===== src/rtl/vm1_pwr_seq.sv =====
// ---------------------------------------------------------------------------
// vm1_pwr_seq
//
// Power/reset sequencer for VM1 systems. A raw reset button and a raw
// power-fail request are each synchronised and debounced, then a small FSM
// drives DCLO/ACLO in Q-bus order:
//   power-up  : DCLO falls first, ACLO falls T_ACLO enabled cycles later.
//   power-fail: ACLO rises, the CPU gets T_FAIL enabled cycles to save
//               state, then DCLO rises.
// The board top inverts dclo/aclo onto the active-low bus pins.
//
// Ports
//   clk       in   system clock
//   reset     in   asynchronous reset, active-high
//   ena       in   timebase enable; debouncers and FSM advance only when 1
//   btn_n     in   raw asynchronous reset button, 0 = pressed
//   pwr_fail  in   raw asynchronous power-fail request, 1 = fail
//   dclo      out  DC-low to CPU, 1 = asserted (registered)
//   aclo      out  AC-low to CPU, 1 = asserted (registered)
//   busy      out  1 whenever the FSM is not in RUN (registered)
//   state     out  FSM state: RESET=0 DHOLD=1 AWAIT=2 RUN=3 FAIL=4 DOWN=5
// ---------------------------------------------------------------------------
module vm1_pwr_seq #(
    parameter int DEB_CNT = 4096,
    parameter int T_DCLO  = 1024,
    parameter int T_ACLO  = 4096,
    parameter int T_FAIL  = 2048
) (
    input  logic       clk,
    input  logic       reset,
    input  logic       ena,
    input  logic       btn_n,
    input  logic       pwr_fail,
    output logic       dclo,
    output logic       aclo,
    output logic       busy,
    output logic [2:0] state
);

    // Debounce counter width and terminal value.
    localparam int               DW       = $clog2(DEB_CNT + 1);
    localparam logic [DW-1:0]    DEB_LAST = DW'(DEB_CNT - 1);
    localparam logic [DW-1:0]    DEB_ONE  = DW'(1);

    // Phase counter is shared by all timed states, so it is sized for the
    // longest period.
    localparam int T_MAX01 = (T_DCLO > T_ACLO) ? T_DCLO : T_ACLO;
    localparam int T_MAX   = (T_MAX01 > T_FAIL) ? T_MAX01 : T_FAIL;
    localparam int PW      = (T_MAX > 1) ? $clog2(T_MAX) : 1;
    localparam logic [PW-1:0] PH_DCLO = PW'(T_DCLO - 1);
    localparam logic [PW-1:0] PH_ACLO = PW'(T_ACLO - 1);
    localparam logic [PW-1:0] PH_FAIL = PW'(T_FAIL - 1);
    localparam logic [PW-1:0] PH_ONE  = PW'(1);

    typedef enum logic [2:0] {
        S_RESET = 3'd0,
        S_DHOLD = 3'd1,
        S_AWAIT = 3'd2,
        S_RUN   = 3'd3,
        S_FAIL  = 3'd4,
        S_DOWN  = 3'd5
    } state_t;

    // Bit 0 carries the button level (btn_n polarity), bit 1 the fail request.
    logic [1:0]    raw;
    logic [1:0]    sync1_q;
    logic [1:0]    sync2_q;
    logic [1:0]    deb_q,  deb_d;
    logic [DW-1:0] dcnt_q [2];
    logic [DW-1:0] dcnt_d [2];

    state_t        state_q, state_d;
    logic [PW-1:0] ph_q,    ph_d;
    logic          dclo_q,  dclo_d;
    logic          aclo_q,  aclo_d;
    logic          busy_q,  busy_d;

    logic          trip;
    logic          clear;

    assign raw = {pwr_fail, btn_n};

    // Two-flop synchronisers run on every clock, independent of ena.
    always_ff @(posedge clk or posedge reset) begin
        if (reset) begin
            sync1_q <= 2'b00;
            sync2_q <= 2'b00;
        end else begin
            sync1_q <= raw;
            sync2_q <= sync1_q;
        end
    end

    // A new level is accepted only after DEB_CNT consecutive enabled samples
    // that disagree with the current debounced level; any agreeing sample
    // restarts the count.
    always_comb begin
        deb_d = deb_q;
        for (int i = 0; i < 2; i++) begin
            dcnt_d[i] = dcnt_q[i];
            if (ena) begin
                if (sync2_q[i] != deb_q[i]) begin
                    if (dcnt_q[i] == DEB_LAST) begin
                        deb_d[i]  = sync2_q[i];
                        dcnt_d[i] = '0;
                    end else begin
                        dcnt_d[i] = dcnt_q[i] + DEB_ONE;
                    end
                end else begin
                    dcnt_d[i] = '0;
                end
            end
        end
    end

    // Debounced button starts as pressed (level 0), fail as inactive.
    always_ff @(posedge clk or posedge reset) begin
        if (reset) begin
            deb_q <= 2'b00;
            for (int i = 0; i < 2; i++) begin
                dcnt_q[i] <= '0;
            end
        end else begin
            deb_q <= deb_d;
            for (int i = 0; i < 2; i++) begin
                dcnt_q[i] <= dcnt_d[i];
            end
        end
    end

    // Press and fail are treated identically: either one trips the sequence.
    assign trip  = ~deb_q[0] | deb_q[1];
    assign clear = ~trip;

    always_comb begin
        state_d = state_q;
        ph_d    = ph_q;
        dclo_d  = dclo_q;
        aclo_d  = aclo_q;
        if (ena) begin
            unique case (state_q)
                S_RESET: begin
                    dclo_d = 1'b1;
                    aclo_d = 1'b1;
                    if (clear) state_d = S_DHOLD;
                end
                S_DHOLD: begin
                    // An abort during power-up wins over a timeout on the
                    // same edge, so a half-started CPU is never released.
                    if (trip) begin
                        state_d = S_DOWN;
                        dclo_d  = 1'b1;
                        aclo_d  = 1'b1;
                    end else if (ph_q == PH_DCLO) begin
                        state_d = S_AWAIT;
                        dclo_d  = 1'b0;
                    end else begin
                        ph_d = ph_q + PH_ONE;
                    end
                end
                S_AWAIT: begin
                    if (trip) begin
                        state_d = S_DOWN;
                        dclo_d  = 1'b1;
                        aclo_d  = 1'b1;
                    end else if (ph_q == PH_ACLO) begin
                        state_d = S_RUN;
                        aclo_d  = 1'b0;
                    end else begin
                        ph_d = ph_q + PH_ONE;
                    end
                end
                S_RUN: begin
                    if (trip) begin
                        state_d = S_FAIL;
                        aclo_d  = 1'b1;
                    end
                end
                S_FAIL: begin
                    // The save window always runs to completion; further
                    // presses or fails are not looked at here.
                    if (ph_q == PH_FAIL) begin
                        state_d = S_DOWN;
                        dclo_d  = 1'b1;
                    end else begin
                        ph_d = ph_q + PH_ONE;
                    end
                end
                S_DOWN: begin
                    dclo_d = 1'b1;
                    aclo_d = 1'b1;
                    if (clear) state_d = S_DHOLD;
                end
                default: begin
                    state_d = S_RESET;
                    dclo_d  = 1'b1;
                    aclo_d  = 1'b1;
                end
            endcase
            // Every state entry starts its period from zero.
            if (state_d != state_q) ph_d = '0;
        end
        busy_d = (state_d != S_RUN);
    end

    always_ff @(posedge clk or posedge reset) begin
        if (reset) begin
            state_q <= S_RESET;
            ph_q    <= '0;
            dclo_q  <= 1'b1;
            aclo_q  <= 1'b1;
            busy_q  <= 1'b1;
        end else begin
            state_q <= state_d;
            ph_q    <= ph_d;
            dclo_q  <= dclo_d;
            aclo_q  <= aclo_d;
            busy_q  <= busy_d;
        end
    end

    assign dclo  = dclo_q;
    assign aclo  = aclo_q;
    assign busy  = busy_q;
    assign state = state_q;

endmodule


===== config.mk =====
export PLATFORM = sky130hd
export DESIGN_NAME = vm1_pwr_seq
export DESIGN_NICKNAME = d
export VERILOG_FILES = /design/src/rtl/vm1_pwr_seq.sv
export SDC_FILE = /design/constraint.sdc
export NUM_CORES = 1
export LEC_CHECK = 0
export ABC_AREA = 0
export BUFFER_PORTS_ARGS = -buffer_cell sky130_fd_sc_hd__buf_4
export CAP_MARGIN = 10
export CORE_MARGIN = 1
export CORE_UTILIZATION = 30
export DETAILED_ROUTE_END_ITERATION = 12
export GPL_ROUTABILITY_DRIVEN = 0
export HOLD_SLACK_MARGIN = 0.06
export MAX_ROUTING_LAYER = met4
export SETUP_SLACK_MARGIN = 0.4
export SYNTH_ARGS = -nofsm -noshare
export SYNTH_HDL_FRONTEND = slang
export SYNTH_SLANG_ARGS = --single-unit

===== constraint.sdc =====
create_clock -name clk -period 1.91 [get_ports clk]
set_input_delay 0.191 -clock clk [delete_from_list [all_inputs] [get_ports clk]]
set_output_delay 0.191 -clock clk [all_outputs]
set_load 0.05 [all_outputs]

==> summary.txt, run 1 <==
Logic synthesis
  – Library cell occupying the most area in the post-synthesis netlist: dfrtp_1
  – Cell area after technology mapping: ~2800 um^2
  – Net count after synthesis: 310
  – Most frequently used flop master after synthesis: dfrtp_1
  – Number of storage elements in the synthesis netlist: 50
  – Average cell area after synthesis: 9.160 um^2
  – Post-Synth Adder-Cell Area: 1.357%
  – Gate count of the mapped netlist: slightly above 300
  – Portion of the post-synthesis area used by sequential elements: 45.36%
  – Share of the synthesized area in compound gates (AO/OA/AOI/OAI): 17.28%
  – Post-Synth Simple-Gate Area: 25.06%
  – Synth top area share: 42.51%
  – Cells taking the most area after synthesis: dfrtp_1 43%, nand2_1 4.3%, xnor2_1 4.1%
  – Main combinational cell family by area after synthesis: simple AND/OR/NAND/NOR gates
  – Library cells used by synthesis: 54
  – Multiplexer share of the synthesized area: 2.307%
  – Synth Area in XOR/XNOR: ~4.7%
  – Warnings from Yosys: 0
  – EDFF count, synth: 0
  – Share of flip-flops with an asynchronous set or reset after synthesis: 100.0%

Timing
  – Final Hold Fails: 0
  – Slew at the pin closest to its max-slew limit: 0.4164 ns
  – Worst Hold Slack: 0.1830 ns
  – Top achievable clock speed: ~0.54 GHz
  – Setup repair after global routing missed its margin: true
  – Setup total negative slack: 0 ns
  – Setup violations, final: 0
  – Final slew viol count: 0
  – Final period demand of the worst path: roughly 1.8 ns
  – Final Skew: 0.01757 ns
  – Final period util: 96.15%
  – Smallest setup slack after layout: 0.07347 ns
  – Worst slew margin relative to its limit: 72.24%

Setup path
  – Worst setup SP type: register
  – WP buf/inv: 1
  – Critical path's slowest cell: or3_4
  – Cells traversed along the worst timing path: ha_2, and3_4, nand4_1, or3_4, a31oi_4, buf_6, nor2_1
  – Arrival @ worst endpoint: 2.04 ns
  – Worst reg2reg path depth: 7
  – Reg-to-reg setup timing slack: 0.07 ns
  – Crit path required time: between 2 and 2.5 ns
  – Cell class contributing the biggest share of worst-path delay: simple AND/OR/NAND/NOR gates
  – Startpoint of the worst-slack reg-to-reg timing path: ph_q[0]
  – Highest fanout seen on the critical path: 5
  – Capturing point of the worst reg2reg path: ph_q[11]
  – Slowest Stage Delay on Critical Path: 0.41 ns
  – Type of destination of the critical path: register
  – Setup CP Type: register to register

Detailed routing
  – DRC violations left: 0
  – Drt pass-1 iters: 4
  – Drt total wl: 7.421 mm
  – Via count of the routed design: about 2600
  – Post-detailed-route via-to-cell ratio: 5.327
  – Remaining antenna violation count: 0
  – Wire length per cell: ~15 um
  – Initial DRC count: 125

Min path
  – Hold worst-path end: dcnt_q[13]
  – Start point of the worst min-delay path: ena
  – Worst Hold Class: input pin to register
  – Cell depth of the worst min-delay path: 2

Final layout
  – Number of inserted diodes: 0
  – Nets@finish: 388
  – Multi-input combinational cell area: 1778 um^2
  – Number of filler instances in the final layout: ~760
  – FF+latch area: 1264 um^2
  – Proportion of layout cells with a drive suffix above 1: ~45%
  – Area Growth Syn to Fin: 46.13%
  – Layout Cell Area excl Fill: 4043 um^2

CTS
  – Maximum buffer depth of the clock tree: 2
  – Max H-tree Level: 2
  – Clock Pin Slew Worst Setup and Hold Paths: approximately 0.09 ns
  – CTS tree: built
  – Sink Count: 50
  – Root cell of the clock tree: clkbuf_8
  – Total CTS buffers: 5
  – Source-to-sink clock delay at the later pin of the worst-skew pair: 0.31 ns

Floorplan
  – Row count: 34
  – Number of ports placed on the die boundary: 11
  – Chip Height: 98.03 um
  – Effective utilization at floorplan: around a third
  – Die Footprint: 9609 um^2
  – Die outline width: around 98 um
  – Floorplan core area: 8806 um^2

GRT
  – Antenna violations before repair: 0
  – Pin count of the biggest net entering global routing: 23
  – First-pass GRT wire length: 11.92 mm
  – Remaining Overflow, GRT: 0
  – Number of global-route vias before repair: about 2500
  – Tot GR Track Use: 15.63%

Pwr
  – Internal: 1606 uW
  – Proportion of total power due to net switching: 25.33%
  – Power density of the placed cells: 531.9 nW/um^2
  – Fraction of power consumed by the clock network: between 30 and 40%
  – Logic gate share of total power: around an eighth
  – Leakage: 0.001675 uW
  – Reported net switching power: between 500 and 600 uW
  – Maximum ir drop on the vdd rail: 0.2650 mV
  – Part of the total power dissipated in sequential elements: 51.7%

Place
  – Pre-CTS WS: -0.03846 ns
  – HPWL Detailed: between 4 and 5 mm
  – Placed cell areas: 3183 um^2
  – Buffers added on ports: 10

Status
  – Status: finished, final reports clean

Run
  – Max-capacitance violation count: 0
## placed cells by master (no fill, tap or decap), types with 4 or more instances in the layout
master    netlist  layout
a21oi_1        12       7
a21oi_2         0       5
a22o_1          6       6
and3_1          6       4
buf_4           1      70
buf_6           0      10
clkbuf_8        0       5
dfrtp_1        47      40
dfrtp_2         0       7
inv_1          12      11
nand2_1        32      28
nand3_1        20      15
nand4_1         9       9
nor2_1         20      10
nor2_2          0       7
nor3_1          6       5
nor4_1          6       4
o21ai_0        21      12
o21ai_1         0       7
or3_1           7       4
xnor2_1        13      12
## state kept, by name (all words and copies together), names as in the netlist
signal	cells
sync2_q	2
aclo	1
busy	1
state	3
dclo	1
deb_q	2
dcnt_q	26
sync1_q	2
ph_q	12
## kinds of logic (layout without fill, tap and decap cells)
logic type / count (synthesis) / in the layout
flip-flops: 50 / 50
XOR/XNOR: 15 / 15
AND/OR/NAND/NOR: 130 / 130
multiplexers: 6 / 6
AO/OA/AOI/OAI: 72 / 72
adder cells (fa/ha/maj): 3 / 3
buffers and inverters: 26 / 105
## per-layer routing
metal	track usage, %	share of wire (%)
met1	20.00	46
met2	24.76	50
met3	2.792	3.1
met4	5.594	1.2
met5	-	0
## how the worst max path moves through the flow
stage,startpoint,end,slack [ns],cells after the start
final,ph_q[0],ph_q[11],0.07,7
after global routing,ph_q[0],ph_q[11],0.002,7
after CTS,ph_q[1],ph_q[11],0.11,7
after detailed placement,ph_q[0],ph_q[0],-0.04,7
after global placement,ph_q[0],ph_q[0],0.05,7
after floorplan,state[2],ph_q[0],0.12,7
## stage by stage
step	cells	util (%)	total power, uW
after floorplan	302	-	1247
after global placement	431	36.15	1301
after detailed placement	431	36.15	1306
after CTS	468	42.27	2136
after global routing	489	45.91	2247
final	489	45.91	2150
## synthesized netlist by cell type, drive strengths merged (8+ instances only)
master and n:
nand4 9, o21ai 21, a21oi 12, xnor2 13, inv 12, nor4 8, nand3 20, nor2 20
dfrtp 47, nand2 32
## power groups by stage
stage / sequential, uW / combinational [uW] / clock, uW
finish: 1110 / 268 / 771
global route: 1120 / 293 / 839
CTS: 1110 / 238 / 791
detailed placement: 1130 / 176 / 0
global placement: 1130 / 173 / 0
floorplan: 1130 / 120 / 0
## what timing repair did
action,in CTS,in global routing
setup buffers,26,21
setup endpoints to repair,40,45
gates resized for setup,47,40
endpoints found under the hold margin,16,0
hold buffers,3,0
pin swaps,25,23
## cell type report
class | count | area share [%]
clock buffer | 5 | 1.702
clock inverter | 3 | 1.083
inverter | 12 | 1.114
multi-input combinational | 226 | 43.98
sequential | 50 | 31.26
tap | 108 | 3.343
timing repair buffer | 85 | 17.52
Note: power is estimated with default switching activity, not from simulation.
==> run 2: changes to the inputs <==
- CORE_MARGIN: 1 -> 2
==> run 2 against run 1 <==
Fmax decreased by 0.83%; cell area decreased by 3.7%; clock-buffer cell count increased by 2; sequential share of layout area increased by 1.2 points; routed wire length decreased by 2.0%; critical path type unchanged.
==> summary.txt, run 2 (same netlist as run 1, synthesis figures left out) <==
Status
  – Status: finished, final reports clean

Setup path
  – Highest fanout seen on the critical path: 5 (unchanged)
  – Critical path's slowest cell: or3_4
  – Type of destination of the critical path: register
  – Arrival @ worst endpoint: 2.05 ns (about the same)
  – Slowest Stage Delay on Critical Path: 0.42 ns (about the same)
  – Cell class contributing the biggest share of worst-path delay: simple AND/OR/NAND/NOR gates
  – Launching element of the worst setup path: ph_q[0]
  – Cells traversed along the worst timing path: ha_2, and3_4, nand4_1, or3_4, a31oi_4, buf_6, nor4_4
  – Crit path required time: 2.10 ns (about the same)
  – Worst setup SP type: register
  – Setup CP Type: register to register
  – WP buf/inv: 1 (unchanged)
  – Startpoint of the worst-slack reg-to-reg timing path: ph_q[0]

Final layout
  – Number of inserted diodes: 0 (unchanged)
  – Flip-flop count of the largest register, all copies and words added: 26 (unchanged)
  – Most frequent standard cell in the layout excluding fill and tap cells: buf_4
  – Nets@finish: 368 (-5.2%)
  – Layout Cell Area excl Fill: 3895 um^2 (-3.7%)
  – Area Growth Syn to Fin: 40.80%
  – Proportion of layout cells with a drive suffix above 1: 42.66% (-2.5 points)
  – FF+latch area: 1265 um^2 (about the same)
  – Multi-input combinational cell area: 1794 um^2 (+0.91%)
  – Biggest register: dcnt_q
  – Most used cells in the layout excluding fill and tap cells: 47 x buf_4, 39 x dfrtp_1, 28 x nand2_1
  – Number of filler instances in the final layout: 862 (+13%)

Floorplan
  – Chip Height: 100.0 um (+2.0%)
  – Row count: 35 (+2.9%)
  – Die outline width: 100.0 um (+2.0%)
  – Die Footprint: 10010 um^2 (+4.1%)
  – Effective utilization at floorplan: 30.37% (-1.0 points)
  – Number of ports placed on the die boundary: 11 (unchanged)
  – Floorplan core area: 9109 um^2 (+3.4%)

Timing
  – Setup violations, final: 0 (unchanged)
  – Final period demand of the worst path: 1.852 ns (+0.01544 ns)
  – Worst slew margin relative to its limit: 64.47% (-7.8 points)
  – Final slew viol count: 0 (unchanged)
  – Final period util: 96.96% (+0.81 points)
  – Top achievable clock speed: 0.5400 GHz (-0.83%)
  – Setup repair after global routing missed its margin: true
  – Final Skew: 0.009638 ns (-0.007937 ns)
  – Slew at the pin closest to its max-slew limit: 0.5321 ns (+0.1157 ns)
  – Final Hold Fails: 0 (unchanged)
  – Smallest setup slack after layout: 0.05803 ns (-0.01544 ns)

Detailed routing
  – Wire length per cell: 15.40 um (+1.5%)
  – Remaining antenna violation count: 0 (unchanged)
  – Drt pass-1 iters: 5 (+1)
  – Post-detailed-route via-to-cell ratio: 5.345 (+0.34%)
  – Drt total wl: 7.269 mm (-2.0%)
  – Via count of the routed design: 2523 (-3.1%)
  – DRC violations left: 0 (unchanged)
  – Initial DRC count: 123 (-1.6%)

Pwr
  – Maximum ir drop on the vdd rail: 0.3080 mV (+16%)
  – Part of the total power dissipated in sequential elements: 54.3% (+2.6 points)
  – Proportion of total power due to net switching: 26.15% (+0.82 points)
  – Reported net switching power: 533.3 uW (-2.1%)
  – Power density of the placed cells: 523.5 nW/um^2 (-1.6%)
  – Internal: 1506 uW (-6.2%)
  – Fraction of power consumed by the clock network: 32.3% (-3.6 points)
  – Leakage: 0.001580 uW (-5.7%)
  – Logic gate share of total power: 13.5% (+1.0 points)

CTS
  – Max H-tree Level: 2 (unchanged)
  – CTS tree: built
  – Total CTS buffers: 5 (unchanged)
  – Source-to-sink clock delay at the later pin of the worst-skew pair: 0.31 ns (about the same)
  – Maximum buffer depth of the clock tree: 2 (unchanged)
  – Root cell of the clock tree: clkbuf_8
  – Clock Pin Slew Worst Setup and Hold Paths: 0.10 ns (about the same)
  – Sink Count: 50 (unchanged)

GRT
  – Tot GR Track Use: 14.24% (-1.4 points)
  – First-pass GRT wire length: 11.39 mm (-4.5%)
  – Pin count of the biggest net entering global routing: 30 (+30%)
  – Antenna violations before repair: 0 (unchanged)
  – Remaining Overflow, GRT: 0 (unchanged)
  – Number of global-route vias before repair: 2458 (-1.2%)

Place
  – Pre-CTS WS: 0.04986 ns (+0.08832 ns)
  – Buffers added on ports: 10 (unchanged)
  – HPWL Detailed: 4.348 mm (-0.86%)
  – Placed cell areas: 3149 um^2 (-1.1%)

Min path
  – Worst Hold Class: input pin to register
  – Start point of the worst min-delay path: ena

Run
  – Max-capacitance violation count: 0 (unchanged)
[run 2: cell types whose count changed in the layout (fill, tap and decap cells not counted), sizes merged]
| cell | previous run | this run |
|---|---|---|
| clkbuf | 5 | 7 |
| bufinv | 1 | 0 |
| buf | 82 | 62 |
| inv | 13 | 12 |
[run 2: final cells by class]
class,instances,area share [%]
inverters,12,1.156
clock inverters,1,0.1285
well taps,111,3.566
repair buffers,65,14.39
flip-flops and latches,50,32.48
clock buffers,7,2.217
multi-input cells,226,46.06
[run 2: metrics by stage]
step | instances | TNS [ns] | hold slack (ns) | util (%) | power [uW]
3_3_place_gp | 429 | 0 | 0.2716 | 34.57 | 1300
2_1_floorplan | 302 | 0 | 0.2224 | - | 1247
4_1_cts | 459 | 0 | 0.1881 | 38.89 | 2014
6_report | 472 | 0 | 0.1948 | 42.76 | 2039
5_1_grt | 472 | -0.01478 | 0.2093 | 42.76 | 2124
3_5_place_dp | 429 | 0 | 0.2780 | 34.57 | 1305
[run 2: path summary, 6_finish.rpt]
path                                    to  slack [ns]  cells past startpoint
max in group asynchronous       dcnt_q[15]        0.88                      4
min in group asynchronous        dcnt_q[8]        0.48                      3
worst min-delay path             dcnt_q[0]        0.19                      2
worst min register to register  sync2_q[1]        0.36                      0
worst max-delay path              ph_q[10]        0.06                      7
worst max register to register    ph_q[10]        0.06                      7
[run 2: power groups by stage]
stage / logic (uW) / registers (uW) / clock network (uW)
3_3_place_gp: 172 / 1130 / 0
3_5_place_dp: 175 / 1130 / 0
6_report: 274 / 1110 / 658
4_1_cts: 222 / 1110 / 684
5_1_grt: 298 / 1110 / 716
2_1_floorplan: 120 / 1130 / 0
[run 2: repair_timing]
item,4_1_cts,5_1_grt
hold buffers,3,0
gates cloned,0,1
resized for setup,34,67
setup endpoints to repair,38,43
pin swaps,14,31
setup buffers,19,12
hold endpoints to repair,20,0
[run 2: per-layer routing]
metal	part of all wire, %	wire [um]	track usage, %	vias up
li1	-	-	-	1212
met1	45	3301	18.49	1254
met2	51	3672	22.77	50
met3	2.9	210	2.019	7
met4	1.2	85	5.269	0
met5	0	0	-	-
==> run 3: changes to the inputs <==
- REMOVE_ABC_BUFFERS: unset -> 1
- clock period: 1.91 -> 2.3 ns (I/O delays scaled with it)
==> run 3 against run 2 <==
Clock skew up 0.0017 ns; largest power group unchanged; sequential share of layout area is 6.5 points higher; die area did not move; non-clock buffer count decreased by 42; routed wire length down 15%; via count decreased by 8.0%; worst hold slack got worse by 0.12 ns; utilization shrank 7.3 points; clock-buffer cell count down 2.
==> summary.txt, run 3 (same netlist as run 1, synthesis figures left out) <==
Status
  – Status: finished, final reports clean

GRT
  – Pin count of the biggest net entering global routing: 51 (+70%)
  – Antenna violations before repair: 0 (unchanged)
  – Tot GR Track Use: 13.44% (-0.80 points)
  – Number of global-route vias before repair: 2238 (-9.0%)
  – Fraction of met2 tracks used by global routing: 20.01% (-2.8 points)
  – Global-route layer with the greatest usage: met2
  – Remaining Overflow, GRT: 0 (unchanged)
  – First-pass GRT wire length: 10.74 mm (-5.6%)
  – Met3 capacity usage during global routing: 2.368% (+0.35 points)
  – GR met1 Demand/Resource: 19.08% (+0.59 points)

CTS
  – Total CTS buffers: 5 (unchanged)
  – Sink Count: 50 (unchanged)
  – Maximum buffer depth of the clock tree: 2 (unchanged)
  – Clock Pin Slew Worst Setup and Hold Paths: 0.10 ns (about the same)
  – Root cell of the clock tree: clkbuf_8
  – Source-to-sink clock delay at the later pin of the worst-skew pair: 0.31 ns (about the same)
  – Max H-tree Level: 2 (unchanged)
  – CTS tree: built

Timing
  – Slew at the pin closest to its max-slew limit: 0.6349 ns (+0.1028 ns)
  – Final period demand of the worst path: 1.909 ns (+0.05751 ns)
  – Top achievable clock speed: 0.5237 GHz (-3.0%)
  – Final slew viol count: 0 (unchanged)
  – Setup repair after global routing missed its margin: true
  – Setup violations, final: 0 (unchanged)
  – Final Skew: 0.01129 ns (+0.001655 ns)
  – Final period util: 83.02% (-14 points)
  – Final Hold Fails: 0 (unchanged)
  – Worst slew margin relative to its limit: 57.67% (-6.8 points)

Pwr
  – Power density of the placed cells: 528.0 nW/um^2 (+0.85%)
  – Reported net switching power: 426.5 uW (-20%)
  – Proportion of total power due to net switching: 25.03% (-1.1 points)
  – Leakage: 0.001269 uW (-20%)
  – Fraction of power consumed by the clock network: 37.8% (+5.5 points)
  – Part of the total power dissipated in sequential elements: 54.0% (-0.3 points)
  – Logic gate share of total power: 8.1% (-5.4 points)
  – Maximum ir drop on the vdd rail: 0.2133 mV (-31%)
  – Internal: 1278 uW (-15%)

Floorplan
  – Number of ports placed on the die boundary: 11 (unchanged)
  – Chip Height: 100.0 um (unchanged)
  – Effective utilization at floorplan: 30.37% (unchanged)
  – Die outline width: 100.0 um (unchanged)
  – Die Footprint: 10010 um^2 (unchanged)
  – Row count: 35 (unchanged)
  – Floorplan core area: 9109 um^2 (unchanged)

Detailed routing
  – Wire length per cell: 14.41 um (-6.4%)
  – Drt pass-1 iters: 5 (unchanged)
  – Via count of the routed design: 2320 (-8.0%)
  – Initial DRC count: 98 (-20%)
  – Drt total wl: 6.196 mm (-15%)
  – Post-detailed-route via-to-cell ratio: 5.395 (+0.94%)
  – Remaining antenna violation count: 0 (unchanged)
  – DRC violations left: 0 (unchanged)

Final layout
  – Flip-flop count of the largest register, all copies and words added: 26 (unchanged)
  – Layout Cell Area excl Fill: 3228 um^2 (-17%)
  – Multi-input combinational cell area: 1488 um^2 (-17%)
  – Area Growth Syn to Fin: 16.69%
  – Most used cells in the layout excluding fill and tap cells: 44 x dfrtp_1, 32 x nand2_1, 21 x o21ai_0
  – Proportion of layout cells with a drive suffix above 1: 20.38% (-22 points)
  – Number of filler instances in the final layout: 933 (+8.2%)
  – FF+latch area: 1259 um^2 (-0.49%)
  – Biggest register: dcnt_q
  – Final core occ: 35.44% (-7.3 points)
  – Nets@finish: 326 (-11%)
  – Most frequent standard cell in the layout excluding fill and tap cells: dfrtp_1
  – Number of inserted diodes: 0 (unchanged)

Setup path
  – Crit path required time: 2.49 ns (+0.39 ns)
  – Type of destination of the critical path: register
  – Setup CP Type: register to register
  – Launching element of the worst setup path: ph_q[1]
  – Startpoint of the worst-slack reg-to-reg timing path: ph_q[1]
  – Worst setup SP type: register
  – Arrival @ worst endpoint: 2.10 ns (+0.05 ns)
  – Highest fanout seen on the critical path: 6 (+1)

Place
  – Placed cell areas: 2985 um^2 (-5.2%)
  – HPWL Detailed: 4.077 mm (-6.2%)
  – Buffers added on ports: 10 (unchanged)

Min path
  – Worst Hold Class: input pin to asynchronous set/reset pin

Run
  – Max-capacitance violation count: 0 (unchanged)
run 3: changes by cell type in the layout (fill, tap and decap cells not counted), moves of 5 or more:
| cell | previous run | this run |
|---|---|---|
| buf_6 | 14 | 2 |
| dfrtp_1 | 39 | 44 |
| nor4_4 | 6 | 1 |
| o21ai_0 | 8 | 21 |
| nand3_1 | 15 | 20 |
| nor2_1 | 10 | 16 |
| o21ai_1 | 11 | 0 |
| buf_4 | 47 | 19 |
| dfrtp_2 | 8 | 3 |
run 3: repair_timing:
action / in CTS / in global routing
endpoints found under the setup margin: 13 / 15
hold buffers: 2 / 0
pin swaps: 0 / 3
resized for setup: 2 / 23
hold endpoints to repair: 2 / 0
gates cloned: 0 / 1
buffers inserted: 1 / 0
run 3: critical path, cell delays in order, from the launching register on:
cell and delay (ns):
dfrtp_1 0.42, ha_2 0.21, and3_4 0.21, nand4_1 0.15, or3_4 0.38, a31oi_4 0.21
buf_6 0.16, nor4_2 0.05
run 3: path summary, 6_finish.rpt:
path	to	slack, ns	depth (start not counted)
min in group clk	state[1]	0.27	2
worst min-delay path	dcnt_q[19]	0.07	3
worst min register to register	sync2_q[0]	0.36	0
worst max register to register	ph_q[10]	0.39	7
max in group asynchronous	state[1]	1.75	3
worst max-delay path	ph_q[10]	0.39	7
run 3: power by group through the flow:
| stage | sequential (uW) | combinational, uW | clock [uW] |
|---|---|---|---|
| floorplan | 936 | 78.8 | 0 |
| global placement | 936 | 128 | 0 |
| detailed placement | 937 | 130 | 0 |
| CTS | 920 | 134 | 661 |
| global route | 924 | 158 | 701 |
| finish | 921 | 139 | 645 |
run 3: area by class of cell:
class                           instances  area share, %
Clock buffer                            5          2.132
Tap cell                              111          4.302
Inverter                               12          1.395
Clock inverter                          3          1.357
Sequential cell                        50          38.99
Timing Repair Buffer                   23          5.736
Multi-Input combinational cell        226          46.09
run 3: routing by layer:
metal | vias to the layer above | wire, um
met2 | 47 | 2775
met5 | - | 0
li1 | 1128 | -
met4 | 0 | 48
met1 | 1140 | 3182
met3 | 5 | 189
run 3: per-stage QoR:
step / total power, uW / TNS [ns] / hold slack [ns] / setup WS, ns / std cells
after CTS: 1715 / 0 / 0.1096 / 0.3915 / 429
after floorplan: 1015 / -0.5445 / 0.2614 / -0.09412 / 288
after global placement: 1063 / 0 / 0.3359 / 0.3792 / 418
after detailed placement: 1067 / 0 / 0.3407 / 0.3311 / 418
after global routing: 1783 / 0 / 0.1410 / 0.3008 / 430
final: 1704 / 0 / 0.07234 / 0.3905 / 430
